`src/rtl/score_keeper_pkg.sv`:
```
// Shared types and defaults for the score keeper: FSM states, winner codes,
// and default game constants.
package score_pkg;

  typedef enum logic [1:0] {
    IDLE = 2'd0,
    PLAY = 2'd1,
    HOLD = 2'd2,
    OVER = 2'd3
  } score_state_t;

  localparam logic [1:0] WIN_NONE = 2'b00;
  localparam logic [1:0] WIN_P0   = 2'b01;
  localparam logic [1:0] WIN_P1   = 2'b10;

  localparam int DEF_WIN_SCORE   = 5;
  localparam int DEF_HOLD_FRAMES = 60;
  localparam int DEF_CNT_W       = 4;

endpackage

```
`src/rtl/score_keeper_if.sv`:
```
// Signal bundle between game logic / VGA sync and the score keeper, plus a
// debug view of the FSM state.
interface score_keeper_if #(
  parameter int CNT_W = 4
);
  import score_pkg::*;

  // No valid/ready here: start/point0/point1 are level signals whose rising
  // edge is one event; vsync is active-low and its falling edge marks a frame.
  logic               start;
  logic               point0;
  logic               point1;
  logic               vsync;
  logic               score0;
  logic               score1;
  logic [CNT_W-1:0]   count0;
  logic [CNT_W-1:0]   count1;
  logic [1:0]         winner;
  logic               game_over;
  score_state_t       state;

  modport master (
    output start, point0, point1, vsync,
    input  score0, score1, count0, count1, winner, game_over, state
  );

  modport slave (
    input  start, point0, point1, vsync,
    output score0, score1, count0, count1, winner, game_over, state
  );

endinterface

```
`src/rtl/score_keeper_sig_edge.sv`:
```
// One-bit sampling register with combinational rise/fall event outputs.
module sig_edge #(
  parameter logic RST_VAL = 1'b0
) (
  input  logic clk,
  input  logic rst,
  input  logic d,
  output logic rise,
  output logic fall
);

  logic q;

  always_ff @(posedge clk or negedge rst) begin
    if (!rst) q <= RST_VAL;
    else      q <= d;
  end

  assign rise = d & ~q;
  assign fall = q & ~d;

endmodule

```
`src/rtl/score_keeper.sv`:
```
// Per-player score tracker with frame-timed display hold and winner detection.
// Optional build macro SCORE_BLINK_EN makes the held flag blink every 8 frames.
module score_keeper
  import score_pkg::*;
#(
  parameter int WIN_SCORE   = DEF_WIN_SCORE,
  parameter int HOLD_FRAMES = DEF_HOLD_FRAMES,
  parameter int CNT_W       = DEF_CNT_W
) (
  input  logic           clk,
  input  logic           rst,
  score_keeper_if.slave  bus
);

  localparam int              FW     = $clog2(HOLD_FRAMES + 1);
  localparam logic [CNT_W-1:0] WIN_C  = CNT_W'(WIN_SCORE);
  localparam logic [FW-1:0]    HOLD_C = FW'(HOLD_FRAMES);

  logic       start_ev, p0_ev, p1_ev, frame_ev;
  logic [3:0] fall_unused;
  logic       vsync_rise_unused;

  sig_edge #(.RST_VAL(1'b0)) u_start  (.clk(clk), .rst(rst), .d(bus.start),  .rise(start_ev), .fall(fall_unused[0]));
  sig_edge #(.RST_VAL(1'b0)) u_point0 (.clk(clk), .rst(rst), .d(bus.point0), .rise(p0_ev),    .fall(fall_unused[1]));
  sig_edge #(.RST_VAL(1'b0)) u_point1 (.clk(clk), .rst(rst), .d(bus.point1), .rise(p1_ev),    .fall(fall_unused[2]));
  // vsync idles high, so its register resets high to avoid a false frame.
  sig_edge #(.RST_VAL(1'b1)) u_vsync  (.clk(clk), .rst(rst), .d(bus.vsync),  .rise(vsync_rise_unused), .fall(frame_ev));
  assign fall_unused[3] = 1'b0;

  score_state_t     state, state_n;
  logic [CNT_W-1:0] count0, count0_n, count1, count1_n;
  logic             flag0, flag0_n, flag1, flag1_n;
  logic [1:0]       winner, winner_n;
  logic [FW-1:0]    frame_cnt, frame_cnt_n;
  logic             scorer, scorer_n;   // 0: player 0 owns the hold, 1: player 1
`ifdef SCORE_BLINK_EN
  logic [2:0]       blink_cnt, blink_cnt_n;
`endif

  function automatic logic [CNT_W-1:0] sat_inc(input logic [CNT_W-1:0] c);
    return (c < WIN_C) ? c + 1'b1 : c;
  endfunction

  always_ff @(posedge clk or negedge rst) begin
    if (!rst) begin
      state     <= IDLE;
      count0    <= '0;
      count1    <= '0;
      flag0     <= 1'b0;
      flag1     <= 1'b0;
      winner    <= WIN_NONE;
      frame_cnt <= '0;
      scorer    <= 1'b0;
`ifdef SCORE_BLINK_EN
      blink_cnt <= '0;
`endif
    end else begin
      state     <= state_n;
      count0    <= count0_n;
      count1    <= count1_n;
      flag0     <= flag0_n;
      flag1     <= flag1_n;
      winner    <= winner_n;
      frame_cnt <= frame_cnt_n;
      scorer    <= scorer_n;
`ifdef SCORE_BLINK_EN
      blink_cnt <= blink_cnt_n;
`endif
    end
  end

  always_comb begin
    state_n     = state;
    count0_n    = count0;
    count1_n    = count1;
    flag0_n     = flag0;
    flag1_n     = flag1;
    winner_n    = winner;
    frame_cnt_n = frame_cnt;
    scorer_n    = scorer;
`ifdef SCORE_BLINK_EN
    blink_cnt_n = blink_cnt;
`endif
    case (state)
      IDLE: begin
        count0_n = '0;
        count1_n = '0;
        if (start_ev) state_n = PLAY;
      end
      PLAY: begin
        if (start_ev) begin
          count0_n = '0;
          count1_n = '0;
        end else if (p0_ev ^ p1_ev) begin
          // Simultaneous points cancel; only a lone point starts a hold.
          scorer_n    = p1_ev;
          frame_cnt_n = HOLD_C;
          state_n     = HOLD;
`ifdef SCORE_BLINK_EN
          blink_cnt_n = '0;
`endif
          if (p0_ev) begin
            count0_n = sat_inc(count0);
            flag0_n  = 1'b1;
          end else begin
            count1_n = sat_inc(count1);
            flag1_n  = 1'b1;
          end
        end
      end
      HOLD: begin
        if (start_ev) begin
          count0_n = '0;
          count1_n = '0;
          flag0_n  = 1'b0;
          flag1_n  = 1'b0;
          state_n  = PLAY;
        end else if (frame_ev) begin
          if (frame_cnt <= FW'(1)) begin
            frame_cnt_n = '0;
            flag0_n     = 1'b0;
            flag1_n     = 1'b0;
            state_n     = PLAY;
            if (!scorer && count0 == WIN_C) begin
              winner_n = WIN_P0;
              flag0_n  = 1'b1;
              state_n  = OVER;
            end else if (scorer && count1 == WIN_C) begin
              winner_n = WIN_P1;
              flag1_n  = 1'b1;
              state_n  = OVER;
            end
          end else begin
            frame_cnt_n = frame_cnt - 1'b1;
`ifdef SCORE_BLINK_EN
            blink_cnt_n = blink_cnt + 1'b1;
            if (blink_cnt == 3'd7) begin
              if (scorer) flag1_n = ~flag1;
              else        flag0_n = ~flag0;
            end
`endif
          end
        end
      end
      OVER: begin
        if (start_ev) begin
          count0_n = '0;
          count1_n = '0;
          flag0_n  = 1'b0;
          flag1_n  = 1'b0;
          winner_n = WIN_NONE;
          state_n  = PLAY;
        end
      end
    endcase
  end

  assign bus.score0    = flag0;
  assign bus.score1    = flag1;
  assign bus.count0    = count0;
  assign bus.count1    = count1;
  assign bus.winner    = winner;
  assign bus.game_over = (state == OVER);
  assign bus.state     = state;

endmodule

```
`src/flat_wrapper.sv`:
```
// flat-port wrapper written by rule: the top's interface ports become plain ports
module score_keeper_flat import score_pkg::*;
#(
  parameter int WIN_SCORE   = DEF_WIN_SCORE,
  parameter int HOLD_FRAMES = DEF_HOLD_FRAMES,
  parameter int CNT_W       = DEF_CNT_W
)
  (clk, rst, bus_start, bus_point0, bus_point1, bus_vsync, bus_score0, bus_score1, bus_count0, bus_count1, bus_winner, bus_game_over, bus_state);
  score_keeper_if #(.CNT_W(CNT_W)) bus_i ();
  input  logic clk;
  input  logic rst;
  input wire logic [$bits(bus_i.start)-1:0] bus_start;
  input wire logic [$bits(bus_i.point0)-1:0] bus_point0;
  input wire logic [$bits(bus_i.point1)-1:0] bus_point1;
  input wire logic [$bits(bus_i.vsync)-1:0] bus_vsync;
  output wire logic [$bits(bus_i.score0)-1:0] bus_score0;
  output wire logic [$bits(bus_i.score1)-1:0] bus_score1;
  output wire logic [$bits(bus_i.count0)-1:0] bus_count0;
  output wire logic [$bits(bus_i.count1)-1:0] bus_count1;
  output wire logic [$bits(bus_i.winner)-1:0] bus_winner;
  output wire logic [$bits(bus_i.game_over)-1:0] bus_game_over;
  output wire logic [$bits(bus_i.state)-1:0] bus_state;
  assign bus_i.start = bus_start;
  assign bus_i.point0 = bus_point0;
  assign bus_i.point1 = bus_point1;
  assign bus_i.vsync = bus_vsync;
  assign bus_score0 = bus_i.score0;
  assign bus_score1 = bus_i.score1;
  assign bus_count0 = bus_i.count0;
  assign bus_count1 = bus_i.count1;
  assign bus_winner = bus_i.winner;
  assign bus_game_over = bus_i.game_over;
  assign bus_state = bus_i.state;
  score_keeper #(.WIN_SCORE(WIN_SCORE), .HOLD_FRAMES(HOLD_FRAMES), .CNT_W(CNT_W)) u_core (.clk(clk), .rst(rst), .bus(bus_i));
endmodule
```
`config.mk`:
```
export PLATFORM = sky130hd
export DESIGN_NAME = score_keeper_flat
export DESIGN_NICKNAME = d
export VERILOG_FILES = /design/src/rtl/score_keeper_pkg.sv /design/src/rtl/score_keeper_if.sv /design/src/rtl/score_keeper_sig_edge.sv /design/src/rtl/score_keeper.sv /design/src/flat_wrapper.sv
export SDC_FILE = /design/constraint.sdc
export NUM_CORES = 1
export LEC_CHECK = 0
export ABC_AREA = 1
export BUFFER_PORTS_ARGS = -buffer_cell sky130_fd_sc_hd__buf_2
export CORE_MARGIN = 10
export CORE_UTILIZATION = 45
export DETAILED_ROUTE_END_ITERATION = 8
export PLACE_DENSITY = 0.73
export SYNTH_ARGS = -nofsm -noshare
export SYNTH_HDL_FRONTEND = slang
export SYNTH_SLANG_ARGS = --single-unit
```
`constraint.sdc`:
```
create_clock -name clk -period 1.86 [get_ports clk]
set_clock_uncertainty 0.1 [all_clocks]
set_input_delay 0.093 -clock clk [delete_from_list [all_inputs] [get_ports clk]]
set_output_delay 0.093 -clock clk [all_outputs]
set_load 0.02 [all_outputs]
```
==> Word level (Yosys, flattened, before mapping) <==
Cells that the tools add are included.
{ "classes": {"reduce_logical": 17, "addsub": 3, "eq_ne": 23, "n_bitwise": 10, "muxes": 51, "n_lt_le_gt_ge": 3} }
{ "ops": {"columns": ["operator", "count"], "rows": [
  ["$mux W4", 9],
  ["$mux W6", 5],
  ["$mux W2", 14],
  ["$pmux W4 S3", 2],
  ["$ne A3 B1 Y1 const B", 7],
  ["$mux W1", 16],
  ["$ne A2 B1 Y1 const B", 7],
  ["$reduce_and A7 Y1", 2],
  ["$pmux W6 S2", 1],
  ["$reduce_and A5 Y1", 2],
  ["$add A4 B1 Y4 const B", 2],
  ["$eq A4 B3 Y1 const B", 2],
  ["$lt A4 B3 Y1 const B", 2],
  ["$reduce_and A4 Y1", 2],
  ["$le A6 B1 Y1 const B", 1],
  ["$ne A2 B2 Y1 const B", 3],
  ["$pmux W1 S3", 2],
  ["$pmux W2 S3", 1],
  ["$reduce_and A6 Y1", 1],
  ["$sub A6 B1 Y6 const B", 1],
  ["$not A1 Y1", 5],
  ["$and A1 B1 Y1", 4],
  ["$eq A2 B2 Y1 const B", 2],
  ["$pmux W2 S2", 1],
  ["other kinds (10)", 13]
]} }
{ "totals": {"ff_bits": 25, "word_cells": 119} }

==> Longest topological paths before layout <==
Gate-level depths: netlist of the first run.
{ "logic_depth": {"ltp_word": 8, "mapped_depth": 11} }

==> Cells and area by module <==
A second synthesis of the first run with hierarchy kept.
{ "hier_totals": {"cells_unflattened": 229, "hier_area_um2": 1646.6} }
{ "modules_own_cells": {"columns": ["mod", "area_per_inst_um2", "instances", "cells_each"], "rows": [
  ["score_keeper", 1485.2, 1, 209],
  ["sig_edge (u_core.u_point0 ...)", 40.0, 3, 5],
  ["sig_edge (u_core.u_vsync)", 41.3, 1, 5]
]} }

==> Least setup slack after synthesis of the first run <==
No wires, ideal clock.
{ "synth_timing": {"kind": "register -> register", "from": "register u_core.state[0] (netlist: u_core.bus.state[0])", "to": "register u_core.count1[3] (netlist: u_core.bus.count1[3])", "stages_incl_launch_ff": 10, "required_time_ns": 1.642, "n_path_buf": 0, "t_arrival_ns": 1.528, "synth_period_minus_slack_ns": 1.746, "path_slack_ns": 0.114, "cell_sequence": "dfrtp_1 > ha_1 > nor2_1 > inv_2 > nand2_2 > nand2_2 > o21ai_4 > inv_2 > nand2_1 > nand2_1"} }
{ "synth_via": {"elab_chain_len": 4, "elab_cells_between_ends": 11, "classes_between": "eq/ne: 7; mux: 1; reduce/logical: 3"} }
{ "synth_lines": {"columns": ["item", "line", "text"], "rows": [
  ["start: declaration", "score_keeper.sv:30", "score_state_t state, state_n;"],
  ["start signal: assignment", "score_keeper.sv:58", "state <= state_n;"],
  ["$eq A2 B2 Y1 (*)", null, null],
  ["via bus_game_over", "flat_wrapper.sv:21", "output wire logic [$bits(bus_i.game_over)-1:0] bus_game_over;"],
  ["$reduce_or A2 Y1 (no line) (*)", null, null],
  ["$ne A2 B1 Y1 (no line)", null, null],
  ["$reduce_and A4 Y1 (no line)", null, null],
  ["end signal: assignment", "score_keeper.sv:60", "count1 <= count1_n;"],
  ["end: declaration", "score_keeper.sv:31", "logic [CNT_W-1:0] count0, count0_n, count1, count1_n;"]
]} }
The timed path passes the listed nets; every way through them passes the cells marked *.
A chain may end at the register's enable or synchronous reset.

==> Worst setup path in the final report of the first run <==
{ "layout_timing": {"from": "register u_core.state[0] (netlist: u_core.bus.state[0])", "to": "register u_core.count1[2] (netlist: u_core.bus.count1[2])"} }
{ "layout_via": {"elab_chain_len": 4, "elab_cells_between_ends": 11, "classes_between": "eq/ne: 7; mux: 1; reduce/logical: 3"} }
{ "layout_lines": {"columns": ["item", "line", "text"], "rows": [
  ["$eq A2 B2 Y1", "score_keeper.sv:84", "case (state)"],
  ["$reduce_or A2 Y1 (no line)", null, null],
  ["$ne A2 B1 Y1 (no line)", null, null],
  ["$reduce_and A4 Y1 (no line)", null, null]
]} }
Several ways; a longest one is shown, not always the timed one.

==> results by group, run 1 <==
Final layout
  – Antenna diodes: 0
  – Post-layout util: 54.2%
  – Layout cells sized above 1: 24.2%
  – Syn-to-layout area delta: 16.0%
  – Net count, final: 276

Synthesis
  – Syn Inst Count: 227
  – Yosys warnings: 0
  – Distinct cells, synth: 28
  – Main combinational cell family by area after synthesis: simple AND/OR/NAND/NOR gates
  – Simple-gate share of the synthesized area: 33.1%
  – Synth Area in Adders: 9.51%
  – Post-Syn Area: 1710 um2
  – EDFF count, synth: 0
  – Mux cell area share after synthesis: 0%
  – Yosys reg bits: 25
  – Synthesized area per cell: 7.53 um2
  – Ys async rst share: between 90% and 100%
  – Syn_nets: 246
  – Synth Area in XOR/XNOR: around 1.0%
  – Compound-Gate Fraction of Synth Area: under 10%
  – Synth Flop Type: dfrtp_1
  – Seq/Total Area, Yosys: approximately 37%

GRT
  – First-pass GRT wire length: 6200 um
  – GRT Total Usage: 11.5%
  – Initial antenna violation count: 0
  – Largest net degree at the start of global routing: 26
  – Vias in the first global route: 1468
  – Remaining Overflow, GRT: 0

STA
  – PnR worst setup slack: 148 ps
  – Final Hold Fails: 0
  – Slew Limit Fails: 0
  – Min Tclk post-route: 1710 ps
  – Setup TNS: 0 ps
  – Achievable Freq: a little under 0.6 GHz
  – RSZ-0062 raised after global routing: no
  – Post-route clock period utilization: about 92%
  – Worst Tran Pin Value: between 500 and 600 ps
  – Final setup vio count: 0
  – Max_slew headroom: 61.9%

Placed design
  – Place WS: 87.0 ps
  – Post-DP HPWL: 2780 um
  – Routability Congestion: 0.831
  – I/O Buffers: 20

Die
  – Die Ht: 81.7 um
  – Die area: 6670 um2
  – Initial Util: 46.7%
  – Core area: 3660 um2
  – I/O Pins: 21
  – Rows: 22
  – Die Width: 81.7 um

Clocking
  – Clock transition at the registers of the reported paths: 100 ps
  – Root buffer cell: clkbuf_8
  – Worst-Skew Late Latency: 280 ps
  – Post-CTS Repair Setup Buffers: 0
  – CTS sink cnt: 25
  – TritonCTS clock tree: done
  – CTS buffer count: 3
  – Clock buffer depth: 2
  – Number of H-tree levels: 1

Setup path
  – Crit end category: flop
  – Cell breakdown of the critical path: ha_1, nor2_1, inv_2, nand2_2, nand2_2, o21ai_4, nand2_1, o21ai_1
  – CP startpoint kind: flop
  – Critical R2R Capture: u_core.bus.count1[2]
  – CP Buf/Inv Count: 1
  – Reg2reg start: u_core.bus.state[0]
  – Peak per-stage delay on the critical path: 450 ps
  – R2R depth: 8
  – Arr. time, crit path: 1820 ps
  – Required @ worst endpoint: around 2000 ps
  – WS Path Type: flop to flop
  – Slowest-stage cell, CP: dfrtp_1
  – Maximum fanout along the worst path: 6
  – Cell mode on critical path: nand2_2
  – R2R setup slack: 150 ps
  – Delay-heaviest family, CP: flip-flops

Flow run
  – Total of max-cap violations: 0

Power
  – Total power: approximately 2.9 mW
  – LEAKAGE: roughly 1.1 nW
  – Pwr/cell area: 1440 nW/um2
  – Peak VDD IR: 0.000764 V

Run status
  – Outcome: finished clean

Routing
  – Via density: 4.82
  – DR iter-0 viols: 33
  – WL per Instance: 11.7 um
  – Remaining DRCs: 0
  – Vias after detailed routing: 1466
  – WL final: approximately 3500 um
  – Initial DRT Pass Iterations: 4
  – Antenna Nets Post-Route: 0

Hold path
  – Hold Crit Class: input port to async pin
registers in the layout, indices dropped and copies added (netlist names):
register / cells
u_core.u_point1.q: 1
u_core.u_start.q: 1
u_core.scorer: 1
u_core.bus.count0: 4
u_core.frame_cnt: 6
u_core.bus.winner: 2
u_core.bus.state: 2
u_core.bus.score1: 1
u_core.bus.count1: 4
u_core.u_vsync.q: 1
u_core.bus.score0: 1
u_core.u_point0.q: 1
per-stage QoR:
| step | hold slack [ps] | cell area (um2) | instances |
|---|---|---|---|
| floorplan | -303 | 1710 | 227 |
| global placement | 23.8 | 1870 | 295 |
| detailed placement | 27.0 | 1870 | 295 |
| CTS | 261 | 1970 | 304 |
| global route | 299 | 1980 | 304 |
| finish | 232 | 1980 | 304 |
cell type report:
type	count	area, um2
fillers	363	1680
multi-input cells	157	921
flip-flops and latches	25	627
inverters	44	173
repair buffers	26	158
well taps	48	60.1
clock buffers	3	41.3
clock inverters	1	5.00
cell usage in the layout, fill, tap and decap left out, drive strengths merged:
| cell | n |
|---|---|
| ha | 13 |
| o22ai | 1 |
| a21oi | 4 |
| a31oi | 1 |
| xor2 | 2 |
| dfstp | 1 |
| nand2 | 64 |
| o21ai | 18 |
| nor2 | 25 |
| clkinv | 2 |
| nand4 | 4 |
| dfrtp | 24 |
| buf | 21 |
| inv | 43 |
| nand3 | 23 |
| nor4 | 1 |
| a21boi | 1 |
| clkbuf | 3 |
| dlygate4sd3 | 5 |
power breakdown:
| part | leakage (nW) | total [mW] | switching (mW) | internal (mW) |
|---|---|---|---|---|
| clock | 0.0255 | 0.339 | 0.189 | 0.150 |
| combinational | 0.732 | 1.67 | 1.08 | 0.588 |
| sequential | 0.315 | 0.844 | 0.140 | 0.704 |
| total | 1.07 | 2.85 | 1.41 | 1.44 |
worst max-delay path by stage:
stage / cells past startpoint / start / end
after CTS: 9 / u_core.bus.state[0] / u_core.bus.count1[2]
after detailed placement: 10 / u_core.bus.state[0] / u_core.bus.count1[3]
final: 8 / u_core.bus.state[0] / u_core.bus.count1[2]
after global placement: 9 / u_core.bus.state[1] / u_core.bus.count1[2]
after global routing: 11 / u_core.frame_cnt[0] / u_core.bus.state[1]
after floorplan: 9 / u_core.bus.state[0] / u_core.bus.count1[3]
metal layers:
metal  global-route usage, %  vias to the layer above  wire [um]
li1                        -                      764          -
met3                    3.60                        6        167
met2                    20.1                       27       1660
met5                       0                        -          0
met4                    3.40                        0         42
met1                    13.2                      669       1680
logic make-up after synthesis:
group / Yosys count
fa+ha+maj: 13
simple gates: 117
buf+inv: 45
flops: 25
xor+xnor: 2
compound gates: 25
cell usage after synthesis (4+ instances only):
| library cell | instances | area share (%) |
|---|---|---|
| o21ai_0 | 4 | 1.2 |
| ha_1 | 13 | 9.5 |
| nand2_1 | 55 | 12 |
| inv_1 | 35 | 7.7 |
| nand3_1 | 20 | 5.9 |
| nand4_1 | 4 | 1.5 |
| nor2_1 | 18 | 3.9 |
| o21ai_1 | 10 | 2.9 |
| nor2_2 | 4 | 1.5 |
| inv_2 | 7 | 1.5 |
| dfrtp_1 | 24 | 35 |
| nand2_2 | 6 | 2.2 |
repair_timing:
action | 4_1_cts | 5_1_grt
endpoints found under the setup margin | 0 | 12
endpoints found under the hold margin | 28 | 0
hold buffers | 5 | 0
resized for setup | 0 | 3
Note: power is estimated with default switching activity, not from simulation.
==> inputs of run 2 (changes only) <==
--- a/config.mk
+++ b/config.mk
@@ -5,12 +5,11 @@
 export SDC_FILE = /design/constraint.sdc
 export NUM_CORES = 1
 export LEC_CHECK = 0
-export ABC_AREA = 1
-export BUFFER_PORTS_ARGS = -buffer_cell sky130_fd_sc_hd__buf_2
 export CORE_MARGIN = 10
 export CORE_UTILIZATION = 45
 export DETAILED_ROUTE_END_ITERATION = 8
-export PLACE_DENSITY = 0.73
+export DONT_BUFFER_PORTS = 1
+export PLACE_DENSITY = 0.69
 export SYNTH_ARGS = -nofsm -noshare
 export SYNTH_HDL_FRONTEND = slang
 export SYNTH_SLANG_ARGS = --single-unit
==> results by group, run 2 <==
Run status
  – Outcome: finished with violations
  – Violations in the final reports: negative setup slack

Synthesis
  – Most common cell in the netlist: dfrtp_1
  – EDFF count, synth: 0 (unchanged)
  – Share of the synthesized area in the top cell type: 40.6% (+5.5 points)
  – Leading area contributor after synthesis: dfrtp_1
  – Yosys reg bits: 25 (unchanged)
  – Post-Syn Area: 1480 um2 (-14%)
  – Synth Flop Type: dfrtp_1
  – Yosys warnings: 0 (unchanged)
  – Synth cell count leaders: dfrtp_1, ha_1, inv_1, o21ai_0, nor2_1
  – Syn Inst Count: 149 (-34%)
  – Ys async rst share: 100% (unchanged)
  – Synthesized area per cell: 9.93 um2 (+32%)
  – Syn_nets: 168 (-32%)
  – Seq/Total Area, Yosys: 42.4% (+5.7 points)
  – Distinct cells, synth: 43 (+54%)
  – Area contributors post-synth: dfrtp_1, ha_1, o21ai_0, inv_1, nor2_1

STA
  – Slew Limit Fails: 0 (unchanged)
  – Min Tclk post-route: 1930 ps (+218 ps)
  – Achievable Freq: 0.518 GHz (-11%)
  – Final Hold Fails: 0 (unchanged)
  – Final setup vio count: 4 (+4)
  – PnR worst setup slack: -69.9 ps (-218 ps)
  – RSZ-0062 raised after global routing: yes
  – Worst Tran Pin Value: 332 ps (-239 ps)
  – Setup TNS: -174 ps (-174 ps)
  – Max_slew headroom: 77.7% (+16 points)
  – Post-route clock period utilization: 104% (+12 points)

Die
  – Die area: 5980 um2 (-10%)
  – Die Ht: 77.3 um (-5.3%)
  – Die Width: 77.3 um (-5.3%)
  – I/O Pins: 21 (unchanged)
  – Initial Util: 47.7% (+0.94 points)
  – Rows: 20 (-9.1%)
  – Core area: 3100 um2 (-15%)

Routing
  – Via density: 5.75 (+19%)
  – Initial DRT Pass Iterations: 4 (unchanged)
  – Remaining DRCs: 0 (unchanged)
  – Vias after detailed routing: 1346 (-8.2%)
  – WL per Instance: 16.9 um (+45%)
  – WL final: 3960 um (+11%)
  – Antenna Nets Post-Route: 0 (unchanged)
  – DR iter-0 viols: 162 (+390%)

Setup path
  – Arr. time, crit path: 2050 ps (+230 ps)
  – Peak per-stage delay on the critical path: 480 ps (+30 ps)
  – Crit end category: flop
  – CP startpoint kind: flop
  – Maximum fanout along the worst path: 4 (-2)
  – Cell breakdown of the critical path: inv_4, ha_4, inv_2, a21oi_2, nor2_1, or3_4, mux2_4
  – WS Path Type: flop to flop
  – Required @ worst endpoint: 1980 ps (about the same)
  – Slowest-stage cell, CP: dfrtp_2

Hold path
  – Hold Crit Class: input port to async pin

Clocking
  – CTS sink cnt: 25 (unchanged)
  – Clock buffer depth: 2 (unchanged)
  – TritonCTS clock tree: done
  – Number of H-tree levels: 1 (unchanged)
  – CTS buffer count: 3 (unchanged)
  – Root buffer cell: clkbuf_4
  – Clock transition at the registers of the reported paths: 140 ps (+40 ps)
  – Worst-Skew Late Latency: 310 ps (+30 ps)

Power
  – Peak VDD IR: 0.000905 V (+18%)
  – Pwr/cell area: 1420 nW/um2 (-1.2%)
  – LEAKAGE: 0.868 nW (-19%)

Placed design
  – Place WS: -57.4 ps (-144 ps)
  – I/O Buffers: 0 (-100%)
  – Post-DP HPWL: 2600 um (-6.3%)
  – Routability Congestion: 0.827 (-0.46%)
  – Dpl cells: 215 (-27%)

Final layout
  – Biggest register: u_core.frame_cnt
  – Net count, final: 210 (-24%)
  – Layout cells sized above 1: 38.4% (+14 points)
  – Syn-to-layout area delta: 35.4%
  – Commonest non-fill, non-tap cell in the layout: buf_4
  – Antenna diodes: 0 (unchanged)
  – Largest registers: u_core.frame_cnt (6), u_core.bus.count0 (4), u_core.bus.count1 (4)
  – Max FFs per register: 6 (unchanged)
  – Commonest non-fill, non-tap cells in the layout: buf_4, dfrtp_1, o21ai_0
  – Fillcell total: 242 (-33%)
  – Non-Filler Instances: 234 (-23%)

GRT
  – Initial antenna violation count: 0 (unchanged)
  – GRT Total Usage: 11.7% (+0.17 points)
  – Vias in the first global route: 1322 (-9.9%)
  – Remaining Overflow, GRT: 0 (unchanged)
  – Largest net degree at the start of global routing: 26 (unchanged)
  – First-pass GRT wire length: 5930 um (-4.3%)

Flow run
  – Total of max-cap violations: 0 (unchanged)
## run 2: cell count changes after synthesis, sizes merged, moves of 4 or more
cell | previous run | this run
nand3 | 23 | 6
nand2b | 0 | 4
nor3 | 0 | 7
nand2 | 64 | 8
nor2 | 25 | 10
o21ai | 18 | 12
inv | 43 | 11
and2 | 0 | 4
## run 2: final cells by class
cell class | count | area [um2] | area share (%)
Clock buffer | 4 | 26.3 | 1.31
Inverter | 11 | 46.3 | 2.31
Multi-Input combinational cell | 112 | 933 | 46.6
Sequential cell | 25 | 631 | 31.5
Tap cell | 44 | 55.1 | 2.75
Timing Repair Buffer | 38 | 312 | 15.6
## run 2: per-layer routing
metal / up-vias / routed length (um) / share of wire (%) / GRT usage (%)
met5: - / 0 / 0 / 0
met4: 0 / 50 / 1.3 / 4.56
met3: 10 / 269 / 6.8 / 2.80
met2: 61 / 2080 / 53 / 21.0
met1: 656 / 1560 / 39 / 12.9
li1: 619 / - / - / -
## run 2: worst max-delay path: cells and delay by family (launching register included)
family	cells	cell delay (ps)
AOI/OAI and AO/OA	1	100
adders and majority gates	1	270
muxes	1	300
and+or+nand+nor	2	470
buffers and inverters	2	110
DFF	1	480
## run 2: timing repair
action                                  4_1_cts  5_1_grt
pin swaps                                     1        7
hold buffers                                  6        0
setup buffers                                 1        8
endpoints found under the hold margin        29        0
gates resized for setup                       5       20
endpoints found under the setup margin        5       14
## run 2: metrics by stage
step	power [mW]	util [%]	area, um2	hold WS, ps
after floorplan	1.74	-	1540	-303
after global placement	2.13	56.4	1750	-302
after detailed placement	2.19	56.4	1750	-302
after CTS	2.48	60.2	1870	50.7
after global routing	3.00	64.6	2000	77.8
final	2.84	64.6	2000	75.4
## run 2: worst paths after layout
kind	slack, ps	start	end	depth (start not counted)
max	-70	u_core.bus.state[1]	u_core.bus.state[1]	7
min	80	rst	u_core.u_start.q	2
max reg2reg	-70	u_core.bus.state[1]	u_core.bus.state[1]	7
min reg2reg	490	u_core.scorer	u_core.scorer	2
max in group asynchronous	1360	rst	u_core.u_vsync.q	2
min in group clk	80	bus_point0	u_core.scorer	3
## run 2: cells by family (layout without fill, tap and decap cells)
logic type,count (synthesis),in the layout,share of synthesized area [%]
multiplexers,6,6,4.57
buffers and inverters,12,53,3.05
AO/OA/AOI/OAI,37,37,16.2
XOR/XNOR,4,4,2.37
flip-flops,25,25,42.4
adder cells (fa/ha/maj),13,13,11.0
AND/OR/NAND/NOR,52,52,20.5
## run 2: power by group
group / internal (mW) / total, mW / switching (mW)
combinational: 0.880 / 1.79 / 0.908
clock: 0.0837 / 0.246 / 0.162
sequential: 0.661 / 0.809 / 0.148
total: 1.62 / 2.84 / 1.22
